## src/rtl/rom_dl_bridge.sv

```systemverilog
// rtl/rom_dl_bridge.sv - ioctl ROM download to SDRAM write bridge with word packing and FIFO
// Optional checksum output enabled by defining ROM_DL_CHECKSUM_EN.
module rom_dl_bridge #(
  parameter int          ADDR_W     = 25,
  parameter int          FIFO_DEPTH = 4,
  parameter logic [7:0]  ROM_INDEX  = 8'd0
) (
  input  logic              clk_sys,
  input  logic              reset,
  input  logic              ioctl_download,
  input  logic [7:0]        ioctl_index,
  input  logic              ioctl_wr,
  input  logic [ADDR_W-1:0] ioctl_addr,
  input  logic [7:0]        ioctl_dout,
  output logic [ADDR_W-1:0] sd_addr,
  output logic [15:0]       sd_din,
  output logic [1:0]        sd_wtbt,
  output logic              sd_we,
  input  logic              sd_ack,
  output logic              rom_loaded,
  output logic              busy,
  output logic              overflow
`ifdef ROM_DL_CHECKSUM_EN
  ,
  output logic [15:0]       checksum
`endif
);

  localparam int PTR_W = $clog2(FIFO_DEPTH);

  typedef enum logic {S_IDLE, S_REQ} state_t;

  // download edge tracking and completion flags
  logic dl_q, active_q, ended_q, rom_loaded_q;
  logic dl_rise, dl_fall, acc;

  // pending low byte and held high byte (odd byte waiting one cycle for its push slot)
  logic              pend_v_q, pend_v_d, hold_v_q, hold_v_d;
  logic [ADDR_W-1:0] pend_a_q, pend_a_d, hold_a_q, hold_a_d;
  logic [7:0]        pend_d_q, pend_d_d, hold_d_q, hold_d_d;

  // single push port into the FIFO
  logic              push_v;
  logic [ADDR_W-1:0] push_a;
  logic [15:0]       push_d;
  logic [1:0]        push_be;

  // FIFO storage and pointers (extra MSB distinguishes full from empty)
  logic [ADDR_W-1:0] mem_a  [FIFO_DEPTH];
  logic [15:0]       mem_d  [FIFO_DEPTH];
  logic [1:0]        mem_be [FIFO_DEPTH];
  logic [PTR_W:0]    wr_ptr_q, rd_ptr_q;
  logic              empty, full, pop, push_ok, overflow_q;

  // write request FSM and registered SDRAM outputs
  state_t            state_q, state_d;
  logic              sd_we_q, sd_we_d;
  logic [ADDR_W-1:0] sd_addr_q, sd_addr_d;
  logic [15:0]       sd_din_q, sd_din_d;
  logic [1:0]        sd_wtbt_q, sd_wtbt_d;

  assign dl_rise = ioctl_download & ~dl_q;
  assign dl_fall = ~ioctl_download & dl_q;
  assign acc     = ioctl_download & ioctl_wr & (ioctl_index == ROM_INDEX);

  assign empty   = (wr_ptr_q == rd_ptr_q);
  assign full    = (wr_ptr_q[PTR_W] != rd_ptr_q[PTR_W]) &&
                   (wr_ptr_q[PTR_W-1:0] == rd_ptr_q[PTR_W-1:0]);
  assign push_ok = push_v & (~full | pop);

  // Byte packing: decide this cycle's push and the next pending/held byte state.
  // A held byte never coexists with a pending byte, so one push per cycle suffices.
  always_comb begin
    push_v   = 1'b0;
    push_a   = '0;
    push_d   = '0;
    push_be  = '0;
    pend_v_d = pend_v_q;
    pend_a_d = pend_a_q;
    pend_d_d = pend_d_q;
    hold_v_d = 1'b0;
    hold_a_d = hold_a_q;
    hold_d_d = hold_d_q;
    if (hold_v_q) begin
      push_v  = 1'b1;
      push_a  = hold_a_q;
      push_d  = {hold_d_q, 8'h00};
      push_be = 2'b10;
    end
    if (acc) begin
      if (!ioctl_addr[0]) begin
        if (pend_v_q) begin
          push_v  = 1'b1;
          push_a  = pend_a_q;
          push_d  = {8'h00, pend_d_q};
          push_be = 2'b01;
        end
        pend_v_d = 1'b1;
        pend_a_d = ioctl_addr;
        pend_d_d = ioctl_dout;
      end else if (pend_v_q && (ioctl_addr[ADDR_W-1:1] == pend_a_q[ADDR_W-1:1])) begin
        push_v   = 1'b1;
        push_a   = pend_a_q;
        push_d   = {ioctl_dout, pend_d_q};
        push_be  = 2'b11;
        pend_v_d = 1'b0;
      end else begin
        if (pend_v_q) begin
          push_v  = 1'b1;
          push_a  = pend_a_q;
          push_d  = {8'h00, pend_d_q};
          push_be = 2'b01;
        end
        pend_v_d = 1'b0;
        hold_v_d = 1'b1;
        hold_a_d = {ioctl_addr[ADDR_W-1:1], 1'b0};
        hold_d_d = ioctl_dout;
      end
    end else if (dl_fall && pend_v_q) begin
      push_v   = 1'b1;
      push_a   = pend_a_q;
      push_d   = {8'h00, pend_d_q};
      push_be  = 2'b01;
      pend_v_d = 1'b0;
    end
  end

  // Packing state registers.
  always_ff @(posedge clk_sys) begin
    if (reset) begin
      pend_v_q <= 1'b0;
      pend_a_q <= '0;
      pend_d_q <= '0;
      hold_v_q <= 1'b0;
      hold_a_q <= '0;
      hold_d_q <= '0;
    end else begin
      pend_v_q <= pend_v_d;
      pend_a_q <= pend_a_d;
      pend_d_q <= pend_d_d;
      hold_v_q <= hold_v_d;
      hold_a_q <= hold_a_d;
      hold_d_q <= hold_d_d;
    end
  end

  // FIFO pointers and sticky overflow (a push into a full FIFO without a pop is dropped).
  always_ff @(posedge clk_sys) begin
    if (reset) begin
      wr_ptr_q   <= '0;
      rd_ptr_q   <= '0;
      overflow_q <= 1'b0;
    end else begin
      if (push_ok) wr_ptr_q <= wr_ptr_q + 1'b1;
      if (pop)     rd_ptr_q <= rd_ptr_q + 1'b1;
      if (dl_rise)                    overflow_q <= 1'b0;
      else if (push_v && full && !pop) overflow_q <= 1'b1;
    end
  end

  // FIFO storage; contents need no reset since the pointers qualify them.
  always_ff @(posedge clk_sys) begin
    if (push_ok) begin
      mem_a[wr_ptr_q[PTR_W-1:0]]  <= push_a;
      mem_d[wr_ptr_q[PTR_W-1:0]]  <= push_d;
      mem_be[wr_ptr_q[PTR_W-1:0]] <= push_be;
    end
  end

  // Write FSM next state: load head in IDLE, hold request until ack, then pop.
  always_comb begin
    state_d   = state_q;
    sd_we_d   = sd_we_q;
    sd_addr_d = sd_addr_q;
    sd_din_d  = sd_din_q;
    sd_wtbt_d = sd_wtbt_q;
    pop       = 1'b0;
    case (state_q)
      S_IDLE: begin
        if (!empty) begin
          sd_addr_d = mem_a[rd_ptr_q[PTR_W-1:0]];
          sd_din_d  = mem_d[rd_ptr_q[PTR_W-1:0]];
          sd_wtbt_d = mem_be[rd_ptr_q[PTR_W-1:0]];
          sd_we_d   = 1'b1;
          state_d   = S_REQ;
        end
      end
      S_REQ: begin
        if (sd_ack) begin
          pop     = 1'b1;
          sd_we_d = 1'b0;
          state_d = S_IDLE;
        end
      end
      default: state_d = S_IDLE;
    endcase
  end

  // Write FSM state and registered SDRAM request outputs.
  always_ff @(posedge clk_sys) begin
    if (reset) begin
      state_q   <= S_IDLE;
      sd_we_q   <= 1'b0;
      sd_addr_q <= '0;
      sd_din_q  <= '0;
      sd_wtbt_q <= '0;
    end else begin
      state_q   <= state_d;
      sd_we_q   <= sd_we_d;
      sd_addr_q <= sd_addr_d;
      sd_din_q  <= sd_din_d;
      sd_wtbt_q <= sd_wtbt_d;
    end
  end

  // Download tracking; dl_q resets high so a download interrupted by reset never counts as complete.
  always_ff @(posedge clk_sys) begin
    if (reset) begin
      dl_q         <= 1'b1;
      active_q     <= 1'b0;
      ended_q      <= 1'b0;
      rom_loaded_q <= 1'b0;
    end else begin
      dl_q <= ioctl_download;
      if (dl_rise) begin
        active_q <= 1'b1;
        ended_q  <= 1'b0;
      end else if (dl_fall) begin
        active_q <= 1'b0;
        ended_q  <= active_q;
      end
      if (dl_rise)
        rom_loaded_q <= 1'b0;
      else if (ended_q && !pend_v_q && !hold_v_q && empty && (state_q == S_IDLE))
        rom_loaded_q <= 1'b1;
    end
  end

`ifdef ROM_DL_CHECKSUM_EN
  logic [15:0] sum_q;

  // Running sum of accepted bytes for the current download.
  always_ff @(posedge clk_sys) begin
    if (reset || dl_rise) sum_q <= '0;
    else if (acc)         sum_q <= sum_q + {8'h00, ioctl_dout};
  end

  assign checksum = sum_q;
`else
  // checksum port and accumulator are not built
`endif

  assign sd_we      = sd_we_q;
  assign sd_addr    = sd_addr_q;
  assign sd_din     = sd_din_q;
  assign sd_wtbt    = sd_wtbt_q;
  assign rom_loaded = rom_loaded_q;
  assign overflow   = overflow_q;
  assign busy       = pend_v_q | hold_v_q | ~empty | (state_q == S_REQ);

endmodule

```

## config.mk

```make
export PLATFORM = sky130hd
export DESIGN_NAME = rom_dl_bridge
export DESIGN_NICKNAME = d
export VERILOG_FILES = /design/src/rtl/rom_dl_bridge.sv
export SDC_FILE = /design/constraint.sdc
export NUM_CORES = 1
export LEC_CHECK = 0
export BUFFER_PORTS_ARGS = -buffer_cell sky130_fd_sc_hd__clkbuf_2
export CORE_MARGIN = 4
export CORE_UTILIZATION = 60
export DETAILED_ROUTE_END_ITERATION = 12
export PLACE_DENSITY = 0.85
export SETUP_SLACK_MARGIN = 0.1
export SLEW_MARGIN = 30
export SYNTH_ARGS = -nofsm -noshare
export SYNTH_HDL_FRONTEND = slang
export SYNTH_SLANG_ARGS = --single-unit
```

## constraint.sdc

```tcl
create_clock -name clk_sys -period 6.07 [get_ports clk_sys]
set_input_delay 0.9105 -clock clk_sys [delete_from_list [all_inputs] [get_ports clk_sys]]
set_output_delay 0.9105 -clock clk_sys [all_outputs]
set_load 0.03 [all_outputs]
```

==> results_dict.tcl <==
set metrics [dict create \
    via_per_inst 5.88 \
    cts_buffers 28 \
    cap_violations 0 \
    finalMaxSlewViolations 0 \
    clk_latency_ns 0.53 \
    hold_path_depth 2 \
    place_ws_ns 2.41 \
    fin_crit_ns 3.19 \
    intPower_mw 3.08 \
    num_vias 7240 \
    finalSetupViolations 0 \
    power_density_nw_per_um2 297 \
    syn_area_sq_um 11400 \
    synth-warning-count 0 \
    hold_ws_ns 0.453 \
    cp-end-kind "flop" \
    core-area_sq_um 18700 \
    cp_cell_sequence "clkbuf_2 -> or4_4 -> nor4_4 -> o21a_2 -> o211a_1 -> buf_4" \
    p_comb_share_pct 1.8 \
    crit_path_start_kind "input port" \
    cts_tree "done" \
    timing.rr.start "rd_ptr_q[2]$_SDFFE_PP0P_" \
    min_period_over_period_pct 52.6 \
    finalSetupTns_ns 0 \
    ys_ff_latch 289 \
    cellLeakagePower_nw 4.43 \
    timing.rr.end "mem_a[3][21]$_DFFE_PP_" \
    path_buf_inv 2 \
    cts.sink_count 289 \
    switchingPower_mw 0.756 \
    outcome "complete, no violations" \
    hp-class "flop to flop" \
    die_area_sq_um 21300 \
    diodes 0 \
    die_w_um 146 \
    die_y_um 146 \
    tightest_slew_ns 0.935 \
    cts_resized 0 \
    ys_types 43 \
    cts_setup_buffers 0 \
    multi_input_area_sq_um 3640 \
    antenna_found_initial 0 \
    crit_type "input port to flop" \
    area_delta_synth_final_pct 12.9 \
    drtIter0Drc 697 \
    start_util_pct 61.0 \
    grt_max_degree 68 \
    p_sw_share_pct 19.7 \
    slowest_delay_ns 0.67 \
    synth_area_per_cell_sq_um 12.6 \
    slowest_stage "o211a_1" \
    worstPathArrival_ns 3.37 \
    required_ns 6.25 \
    cp-startpoint "ioctl_index[5]" \
    clock_skew_ns 0.0133 \
    path_max_fanout 27 \
    grt_pass1_wl_um 39500 \
    cp_top_family "compound AO/OA/AOI/OAI gates" \
    final_core_utilization_pct 68.9 \
    cts-root-buf "clkbuf_16" \
    nets 1028 \
    r2r_slack_ns 3.53 \
    regArea_sq_um 7470 \
    hold_violations 0 \
    rsz0062_at_grt "false" \
    setup_ws_ns 2.88 \
    seqPwrFrac_pct 53.5 \
    wire_per_inst_um 20.1 \
    vdd_ir_drop_max_mv 0.240 \
    htree_levels 1 \
    cp_num_cells 6 \
    path_clk_slew_ns 0.06 \
    mostFrequentLayoutCells "265 x nand2_1, 168 x edfxtp_1, 119 x dfxtp_1" \
    nFillCells 1242 \
    dp.final_hpwl_um 14300 \
    grt.overflow.total 0 \
    power.share.clock_pct 44.7 \
    global_route.usage.total_pct 23.3 \
    seq_area_frac_synth_pct 65.4 \
    drive_above_1_share_pct 20.7 \
    cts-hold-fix-buffers 0 \
    slew-limit-headroom_pct 37.7 \
    synth_fp_nets 957 \
    cts_buffer_depth 3 \
    portBuffers 91 \
    critPathCapture "mem_a[3][21]$_DFFE_PP_" \
    placementRows 50 \
    antenna_left 0 \
    grt_pass1_vias 7305 \
    drt_pass1_iterations 6 \
    fin_area_sq_um 12900 \
    clock.fmax_mhz 313 \
    gp_congestion 0.795 \
    place_area_sq_um 12000 \
    reg2reg_depth 5 \
    drc 0 \
    synthCells 904 \
    mostFrequentLayoutCell "nand2_1" \
    routed_wl_um 24700 \
    io_pins 93 \
]
cell families after synthesis:
logic type / share of synthesized area [%]
AND/OR/NAND/NOR: 11.3
flip-flops: 65.4
AO/OA/AOI/OAI: 5.84
multiplexers: 11.5
buffers and inverters: 2.96
XOR/XNOR: 2.22
adder cells (fa/ha/maj): 0.767
other: 0.0328
worst min-delay path by stage:
stage / start / slack, ns / to
global route: sd_din[6]$_SDFFE_PP0P_ / 0.48 / sd_din[6]$_SDFFE_PP0P_
global placement: pend_d_q[7]$_SDFFE_PP0P_ / 0.44 / pend_d_q[7]$_SDFFE_PP0P_
floorplan: pend_d_q[0]$_SDFFE_PP0P_ / 0.43 / pend_d_q[0]$_SDFFE_PP0P_
finish: sd_din[3]$_SDFFE_PP0P_ / 0.45 / sd_din[3]$_SDFFE_PP0P_
detailed placement: hold_a_q[7]$_SDFFE_PP0P_ / 0.45 / hold_a_q[7]$_SDFFE_PP0P_
CTS: sd_din[4]$_SDFFE_PP0P_ / 0.46 / sd_din[4]$_SDFFE_PP0P_
worst min-delay path: stages, from the launching register on:
cell and delay, ns:
dfxtp_1 0.31, nand2_1 0.05, a21oi_1 0.05
per-layer routing:
layer	vias to the layer above	GRT usage (%)	share of wire, %
met2	296	40.0	51
met1	3557	31.4	40
li1	3337	-	-
met5	-	0	0
met3	50	3.71	7.1
met4	0	6.22	2.3
cell usage after synthesis (all sizes together):
library cell  instances  share of area [%]
nand2b                1              0.055
a22o                  8               0.61
ha                    7               0.77
clkbuf               39                1.3
nand3                 5               0.22
nor2b                 3               0.16
edfxtp              168                 44
o211a                 1              0.088
inv                   6               0.20
or4                   2               0.20
conb                  1              0.033
nor2                 11               0.36
o21ba                 1              0.088
mux2                  2               0.20
o2111ai               1              0.077
nand4                 3               0.16
nand4bb               1              0.099
or2                   1              0.055
o21bai                1              0.066
buf                  21                1.5
nand2               266                8.8
o21a                  2               0.13
a31oi                 2               0.11
xnor2                16                1.2
mux2i                34                3.0
mux4                 42                8.3
nor3                  4               0.22
a21oi                78                3.4
and2                 12               0.66
or2b                  1              0.066
nor4                  3               0.30
a211oi                2               0.13
dfxtp               121                 21
o31ai                 1              0.066
o21ai                24                1.1
xor2                 13                1.0
power by group through the flow:
stage	Clock [mW]	Combinational [mW]	Sequential [mW]
2_1_floorplan	0	0.0329	2.10
3_3_place_gp	0	0.0664	2.09
3_5_place_dp	0	0.0676	2.09
4_1_cts	1.74	0.0683	2.05
5_1_grt	1.83	0.0744	2.05
6_report	1.71	0.0685	2.05
sequential cells by signal, indices dropped and copies added (netlist names):
register / flops
pend_a_q: 24
active_q: 1
mem_be: 8
ended_q: 1
hold_d_q: 8
rom_loaded: 1
sd_din: 16
hold_v_q: 1
sd_addr: 24
sd_wtbt: 2
pend_v_q: 1
pend_d_q: 8
rd_ptr_q: 3
wr_ptr_q: 3
sd_we: 1
state_q: 1
dl_q: 1
mem_a: 96
overflow: 1
hold_a_q: 24
mem_d: 64
cell type report:
| class | instances | share of cell area [%] |
|---|---|---|
| Tap cell | 234 | 2.27 |
| Timing Repair Buffer | 101 | 4.16 |
| Inverter | 6 | 0.194 |
| Clock inverter | 15 | 1.00 |
| Sequential cell | 289 | 57.9 |
| Clock buffer | 37 | 6.17 |
| Multi-Input combinational cell | 549 | 28.3 |
through the flow:
stage | cells | total power [mW]
3_3_place_gp | 1179 | 2.16
3_5_place_dp | 1179 | 2.16
2_1_floorplan | 904 | 2.13
4_1_cts | 1231 | 3.86
6_report | 1231 | 3.83
5_1_grt | 1231 | 3.95
No activity file was read; power rests on OpenSTA's default activity.
